==> src/rtl/kbest_readout.sv <==
// Drains the k-best index arrays through read port 1 and streams each patch's 2K entries out over valid/ready.
// Optional KBEST_READOUT_PREFETCH_EN: a shadow buffer prefetches the next patch so SEND runs without bubbles.
module kbest_readout #(
    parameter int IDX_WIDTH   = 9,
    parameter int K           = 4,
    parameter int NUM_LEAVES  = 64,
    parameter int LEAF_ADDRW  = $clog2(NUM_LEAVES),
    parameter int NUM_PATCHES = 512,
    localparam int EW         = LEAF_ADDRW + IDX_WIDTH,
    localparam int KW         = (K > 1) ? $clog2(K) : 1
) (
    input  logic                  clk,
    input  logic                  rst,
    input  logic                  start,
    output logic                  busy,
    output logic                  done,
    output logic [K-1:0]          csb1,
    output logic [8:0]            addr1,
    input  logic [K-1:0][EW-1:0]  ridx0_in,
    input  logic [K-1:0][EW-1:0]  ridx1_in,
    output logic                  out_valid,
    input  logic                  out_ready,
    output logic [EW-1:0]         out_data,
    output logic [8:0]            out_patch,
    output logic                  out_unit,
    output logic [KW-1:0]         out_k,
    output logic                  out_last
);
    localparam int NW  = 2 * K;
    localparam int WCW = $clog2(NW);

    localparam logic [2:0] S_IDLE = 3'd0;
    localparam logic [2:0] S_READ = 3'd1;
    localparam logic [2:0] S_CAPT = 3'd2;
    localparam logic [2:0] S_SEND = 3'd3;
    localparam logic [2:0] S_DONE = 3'd4;

    logic [2:0]                state;
    logic [NW-1:0][EW-1:0]     bufr;   // [K-1:0] unit0, [2K-1:K] unit1
    logic [8:0]                patch;
    logic [WCW-1:0]            wcnt;
    logic [WCW-1:0]            kfull;
    logic                      xfer, last_word, last_patch, rd, unit;

    assign last_word  = (wcnt == WCW'(NW - 1));
    assign last_patch = (patch == 9'(NUM_PATCHES - 1));
    assign out_valid  = (state == S_SEND);
    assign xfer       = out_valid && out_ready;
    assign busy       = (state != S_IDLE);
    assign done       = (state == S_DONE);
    assign unit       = (wcnt >= WCW'(K));
    assign kfull      = unit ? wcnt - WCW'(K) : wcnt;

    // Stream fields are forced to zero whenever no word is being offered.
    assign out_data   = out_valid ? bufr[wcnt] : '0;
    assign out_patch  = out_valid ? patch : '0;
    assign out_unit   = out_valid && unit;
    assign out_k      = out_valid ? KW'(kfull) : '0;
    assign out_last   = out_valid && last_word && last_patch;
    assign csb1       = {K{~rd}};

`ifdef KBEST_READOUT_PREFETCH_EN
    logic [NW-1:0][EW-1:0] shadow;
    logic                  pf_issue, pf_capt, pf_issued;

    // One prefetch per patch, on its first SEND cycle, never past the last patch.
    assign pf_issue = (state == S_SEND) && !pf_issued && !last_patch;
    assign rd       = (state == S_READ) || pf_issue;
    assign addr1    = (state == S_READ) ? patch :
                      pf_issue          ? patch + 9'd1 : '0;

    always_ff @(posedge clk or posedge rst) begin
        if (rst) begin
            shadow    <= '0;
            pf_capt   <= 1'b0;
            pf_issued <= 1'b0;
        end else begin
            pf_capt <= pf_issue;
            if (pf_capt) shadow <= {ridx1_in, ridx0_in};
            if (state != S_SEND || (xfer && last_word)) pf_issued <= 1'b0;
            else if (pf_issue)                          pf_issued <= 1'b1;
        end
    end
`else
    assign rd    = (state == S_READ);
    assign addr1 = rd ? patch : '0;
`endif

    always_ff @(posedge clk or posedge rst) begin
        if (rst) begin
            state <= S_IDLE;
            bufr  <= '0;
            patch <= '0;
            wcnt  <= '0;
        end else begin
            case (state)
                S_IDLE: if (start) begin
                    state <= S_READ;
                    patch <= '0;
                    wcnt  <= '0;
                end
                S_READ: state <= S_CAPT;
                S_CAPT: begin
                    bufr  <= {ridx1_in, ridx0_in};
                    state <= S_SEND;
                end
                S_SEND: if (xfer) begin
                    if (!last_word) begin
                        wcnt <= wcnt + 1'b1;
                    end else if (last_patch) begin
                        state <= S_DONE;
                    end else begin
                        patch <= patch + 9'd1;
                        wcnt  <= '0;
`ifdef KBEST_READOUT_PREFETCH_EN
                        // With K=1 the prefetch data may still be on the read bus.
                        bufr  <= pf_capt ? {ridx1_in, ridx0_in} : shadow;
`else
                        state <= S_READ;
`endif
                    end
                end
                S_DONE:  state <= S_IDLE;
                default: state <= S_IDLE;
            endcase
        end
    end
endmodule

==> config.mk <==
export PLATFORM = sky130hd
export DESIGN_NAME = kbest_readout
export DESIGN_NICKNAME = d
export VERILOG_FILES = /design/src/rtl/kbest_readout.sv
export SDC_FILE = /design/constraint.sdc
export NUM_CORES = 1
export LEC_CHECK = 0
export BUFFER_PORTS_ARGS = -buffer_cell sky130_fd_sc_hd__buf_2
export CAP_MARGIN = 20
export CORE_MARGIN = 1
export CORE_UTILIZATION = 48
export CTS_CLUSTER_DIAMETER = 80
export DETAILED_ROUTE_END_ITERATION = 10
export PLACE_DENSITY = 0.78
export SLEW_MARGIN = 10
export SYNTH_ARGS = -nofsm -noshare
export SYNTH_HDL_FRONTEND = slang
export SYNTH_SLANG_ARGS = --single-unit
==> constraint.sdc <==
create_clock -name clk -period 4.3 [get_ports clk]
set_input_delay 0.86 -clock clk [delete_from_list [all_inputs] [get_ports clk]]
set_output_delay 0.86 -clock clk [all_outputs]
set_load 0.02 [all_outputs]
# --- Word-level counts from Yosys, hierarchy flattened ---
# Cells that the tools add are included.
word_totals:
  ff_bits: 135
  in_bits: 124
  n_memories: 0
  elab_cells: 60
  latchBits: 0
  mem_bits_rw: 0
  mem_bits_ro: 0
  output_inout_bits: 44
classes:
  n_lt_le_gt_ge: 2
  muxes: 22
  bitwise: 1
  eq_ne: 11
  shift: 0
  reduce_logical: 10
  addsub: 3
  n_mul: 0
  div: 0
ops:
  columns: ["operator", "n"]
  rows:
  - ["$mux W9", 6]
  - ["$bmux W15 S3", 1]
  - ["$mux W15", 2]
  - ["$mux W3", 8]
  - ["$pmux W9 S2", 1]
  - ["$pmux W3 S4", 1]
  - ["$add A9 B1 Y9 const B", 1]
  - ["$eq A9 B9 Y1 const B", 1]
  - ["$eq A3 B2 Y1 const B", 2]
  - ["$eq A3 B3 Y1 const B", 2]
  - ["$pmux W3 S2", 1]
  - ["$reduce_and A5 Y1", 1]
  - ["$logic_and A1 B1 Y1", 4]
  - ["$lt A3 B4 Y1 const B", 1]
  - ["$mux W2", 2]
  - ["$ne A2 B1 Y1 const B", 2]
  - ["$ne A2 B2 Y1 const B", 2]
  - ["$reduce_and A4 Y1", 1]
  - ["$add A3 B1 Y3 const B", 1]
  - ["$eq A3 B1 Y1 const B", 1]
  - ["$ge A3 B3 Y1 const B", 1]
  - ["$logic_not A3 Y1", 1]
  - ["$ne A3 B3 Y1 const B", 1]
  - ["$reduce_and A3 Y1", 1]
  - ["4 further kinds", 4]

# --- Longest topological paths before layout ---
depth:
  depth_word: 5
  depth_mapped: 8
  mapped_depth_nobuf: 7

# --- Least setup slack after synthesis ---
# Ideal clock, no wire load.
synth_timing:
  kind: "reg2out"
  startpoint: "register wcnt[0]"
  endpoint: "output out_data[10]"
  required_ns: 3.440
  slack_ns: 1.685
  arrival_time_ns: 1.755
  path_stages_with_launch: 5
  n_path_buf: 2
  cell_sequence: "dfrtp_1 -> clkbuf_1 -> buf_2 -> mux4_2 -> a22o_1"
synth_via:
  elab_chain_cells: 3
synth_lines:
  columns: ["element", "line_no", "rtl"]
  rows:
  - ["from (decl)", "41", "logic [WCW-1:0] wcnt;"]
  - ["from (signal assigned)", "109", "wcnt <= wcnt + 1'b1;"]
  - ["$bmux W15 S3", "55", "assign out_data = out_valid ? bufr[wcnt] : '0;"]
  - ["$mux W15 (not written as such)", "55", null]
  - ["$mux W15", "55", null]
  - ["to (decl)", "23", "output logic [EW-1:0] out_data,"]
# Every way passes these cells. The select of a mux whose other input is x is not followed.

# --- Worst setup path in the final report ---
layout_timing:
  startpoint: "register state[2]"
  endpoint: "output out_data[14]"
layout_via:
  elab_chain_cells: 2
layout_lines:
  columns: ["element", "line_no", "rtl"]
  rows:
  - ["from (decl)", "38", "logic [2:0] state;"]
  - ["from (signal assigned)", "91", "state <= S_IDLE;"]
  - ["from (signal assigned)", "98", "state <= S_READ;"]
  - ["from (signal assigned)", "102", "S_READ: state <= S_CAPT;"]
  - ["$eq A3 B2 Y1", "47", "assign out_valid = (state == S_SEND);"]
  - ["$mux W15", "55", null]
# Every way passes these cells.

==> reports/metrics.cfg <==
[floorplan]
die_x_um = 116.5
std_cell_rows = 41
die_area_um2 = 13580
initial_core_util = 0.4948
io_pins = 168
die_y_um = 116.5
core-area_um2 = 12720

[logic_synthesis]
avgSynthCellArea_um2 = 14.88
synth-seq-cells = 135
ys_seq_area_frac = 0.5367
synth_top_area_share = 0.5367
postSynthNetCount = 551
yosysWarnings = 0
synth_edf_count = 0
postSynthCellCount = 423
syn_area_um2 = 6295
ys.flop_type = dfrtp_1
synth_top_cell_by_area = dfrtp_1
synth.distinct_cells = 35
yosys-top-cells-area = dfrtp_1 54%, mux2_2 21%, mux4_2 11%, and2_1 2.3%, a22o_1 2.1%
synth-async-reset-ratio = 1.000

[run]
maxCapViolCount = 0

[sta]
setup_tns_ns = 0
fin_ws_ns = 0.6824
final_max_slew_viol_count = 0
skew_ns = 0.007162
tightest_slew_ns = 1.015
whs_ns = 0.4976
max_slew_margin = 0.3233
finalHoldViolations = 0
fmax_mhz = 276.4
finalSetupViolations = 0
rsz0062_at_grt = false
finalCritPeriodShare = 0.8413
period_needed_ns = 3.618

[global_route]
grt_usage = 0.2271
grt_pass1_vias = 4304
grt_max_degree = 136
grt_first_pass_wirelength_mm = 22.25
grt_overflow_total = 0
antenna_found_initial = 3

[worst_setup_path]
cpPeakStageDelay_ns = 0.64
worst_ep_required_time_ns = 3.44
rr_worst_depth = 6
slowest_stage = and2_1
critPathArrivalTime_ns = 2.76
critPathKind = flop to primary output
startpoint_type = flop
cp_max_fo = 16
cp-end-kind = primary output
crit_chain = nand3b_2 > inv_1 > and2_1 > a22o_1 > buf_2

[routing]
drt-total-wl_mm = 14.32
dr.max_layer_used = met5
vias_per_cell = 5.402
drt_iter0_drc = 249
first_pass_iters = 4
route.met2.wl_mm = 7.270
drc = 0
wl_met1_mm = 5.634
met3_length_mm = 1.213
postRouteAntennaNets = 0
vias = 4127
wire_per_inst_um = 18.74

[power]
cellPowerDensity_nw_per_um2 = 747.4
power.internal_mw = 3.952
switching_share = 0.3213
vdd_ir_drop_max_mv = 0.4684
combPwrFrac = 0.369
clkPwrFrac = 0.237
power_frac_seq = 0.395
p_sw_mw = 1.871
p_leak_nw = 3.618

[placement]
hpwl_mm = 9.989
gp_congestion = 0.9062
portBuffers = 167
place_ws_ns = 1.161

[outcome]
outcome = finished, final reports clean

[layout]
final_nets = 709
drive_above_1_share = 0.6024
ff_latch_area_um2 = 3381
nFillCells = 1030
area_growth_pct = 23.77
multi_input_area_um2 = 2720

[min_path]
worst_hold_path_type = flop to flop
hold_path_depth = 1

[clocking]
clock-sinks = 135
cts_buffers = 17
post_cts_buffers = 0
cts_resized = 0
cts_buffer_depth = 2
cts_tree = built
clk_pin_slew_ns = 0.05
cts_root_buf = clkbuf_16
htreeDepth = 4
cts-hold-fix-buffers = 0
clock_latency_ns = 0.42

-- metal layers --
metal / global-route usage / vias to the layer above
met1: 0.2617 / 2061
met4: 0.08547 / 2
met3: 0.08511 / 21
li1: - / 1884
met2: 0.3858 / 159
met5: 0 / -
-- worst max-delay path, delay by kind of cell (launching register included) --
family	cells	cell delay, ns
AOI/OAI and AO/OA	1	0.31
buffers and inverters	2	0.57
DFF	1	0.46
and+or+nand+nor	2	1.00
-- cells by family (layout without fill, tap and decap cells) --
logic type / count (synthesis) / after routing / share of synthesized area
muxes: 150 / 150 / 0.3220
DFF: 135 / 135 / 0.5367
and+or+nand+nor: 58 / 58 / 0.05248
AOI/OAI and AO/OA: 39 / 39 / 0.04890
buffers and inverters: 37 / 205 / 0.03200
adders and majority gates: 4 / 4 / 0.007951
other: 0 / 1 / 0
-- registers in the layout, indices dropped and copies added (netlist names) --
signal / flops
patch: 9
wcnt: 3
bufr: 120
state: 3
-- cells in the mapped netlist (all sizes together) (3+ instances only) --
cell / count
o31ai: 5
and2: 23
nor2: 6
a22o: 15
dfrtp: 135
o21ai: 8
nor3b: 3
clkbuf: 7
mux2: 120
nand2: 15
mux4: 30
inv: 4
ha: 4
a21oi: 3
buf: 26
-- placed cells by master (no fill, tap or decap), types with 2 or more instances in the layout --
master,instances
inv_1,3
clkbuf_16,17
clkbuf_1,5
clkinv_2,2
mux2_2,120
clkbuf_8,3
and2_1,23
o21ai_0,7
buf_2,167
dfrtp_2,2
buf_12,2
nand4_1,2
a32oi_1,2
nand3_1,2
nor2_1,6
o31ai_1,5
buf_4,3
dfrtp_1,133
nand2_1,15
mux4_2,30
a21oi_1,3
nor3b_1,2
bufinv_16,2
a22o_1,15
ha_1,4
-- power by group through the flow --
stage | sequential [mW] | combinational [mW] | clock [mW]
6_report | 2.30 | 2.15 | 1.38
5_1_grt | 2.39 | 2.30 | 1.46
4_1_cts | 2.32 | 2.17 | 1.41
3_5_place_dp | 2.33 | 2.15 | 0
3_3_place_gp | 2.29 | 2.10 | 0
2_1_floorplan | 2.06 | 1.75 | 0
-- through the flow --
stage	instances	util	area, um2	power, mW
after floorplan	423	-	6299	3.803
after global placement	734	0.5685	7233	4.385
after detailed placement	734	0.5685	7233	4.485
after CTS	763	0.6122	7789	5.893
after global routing	764	0.6124	7791	6.151
final	764	0.6124	7791	5.823
-- area by class of cell --
type | instances | area share
Clock buffer | 25 | 0.06231
Tap cell | 172 | 0.02762
Antenna cell | 1 | 0.0003212
Multi-Input combinational cell | 251 | 0.3491
Sequential cell | 135 | 0.4339
Timing Repair Buffer | 172 | 0.1153
Clock inverter | 4 | 0.008993
Inverter | 4 | 0.002409
-- path summary, 6_finish.rpt --
kind                           from      endpoint  slack, ns
setup / recovery           state[2]  out_data[14]       0.68
hold / removal             bufr[95]      bufr[95]       0.50
setup reg to reg            wcnt[0]      patch[6]       1.63
hold reg to reg            bufr[95]      bufr[95]       0.50
max in group asynchronous       rst      bufr[95]       3.10
min in group asynchronous       rst      bufr[30]       0.61
(Power assumes the default switching activity.)
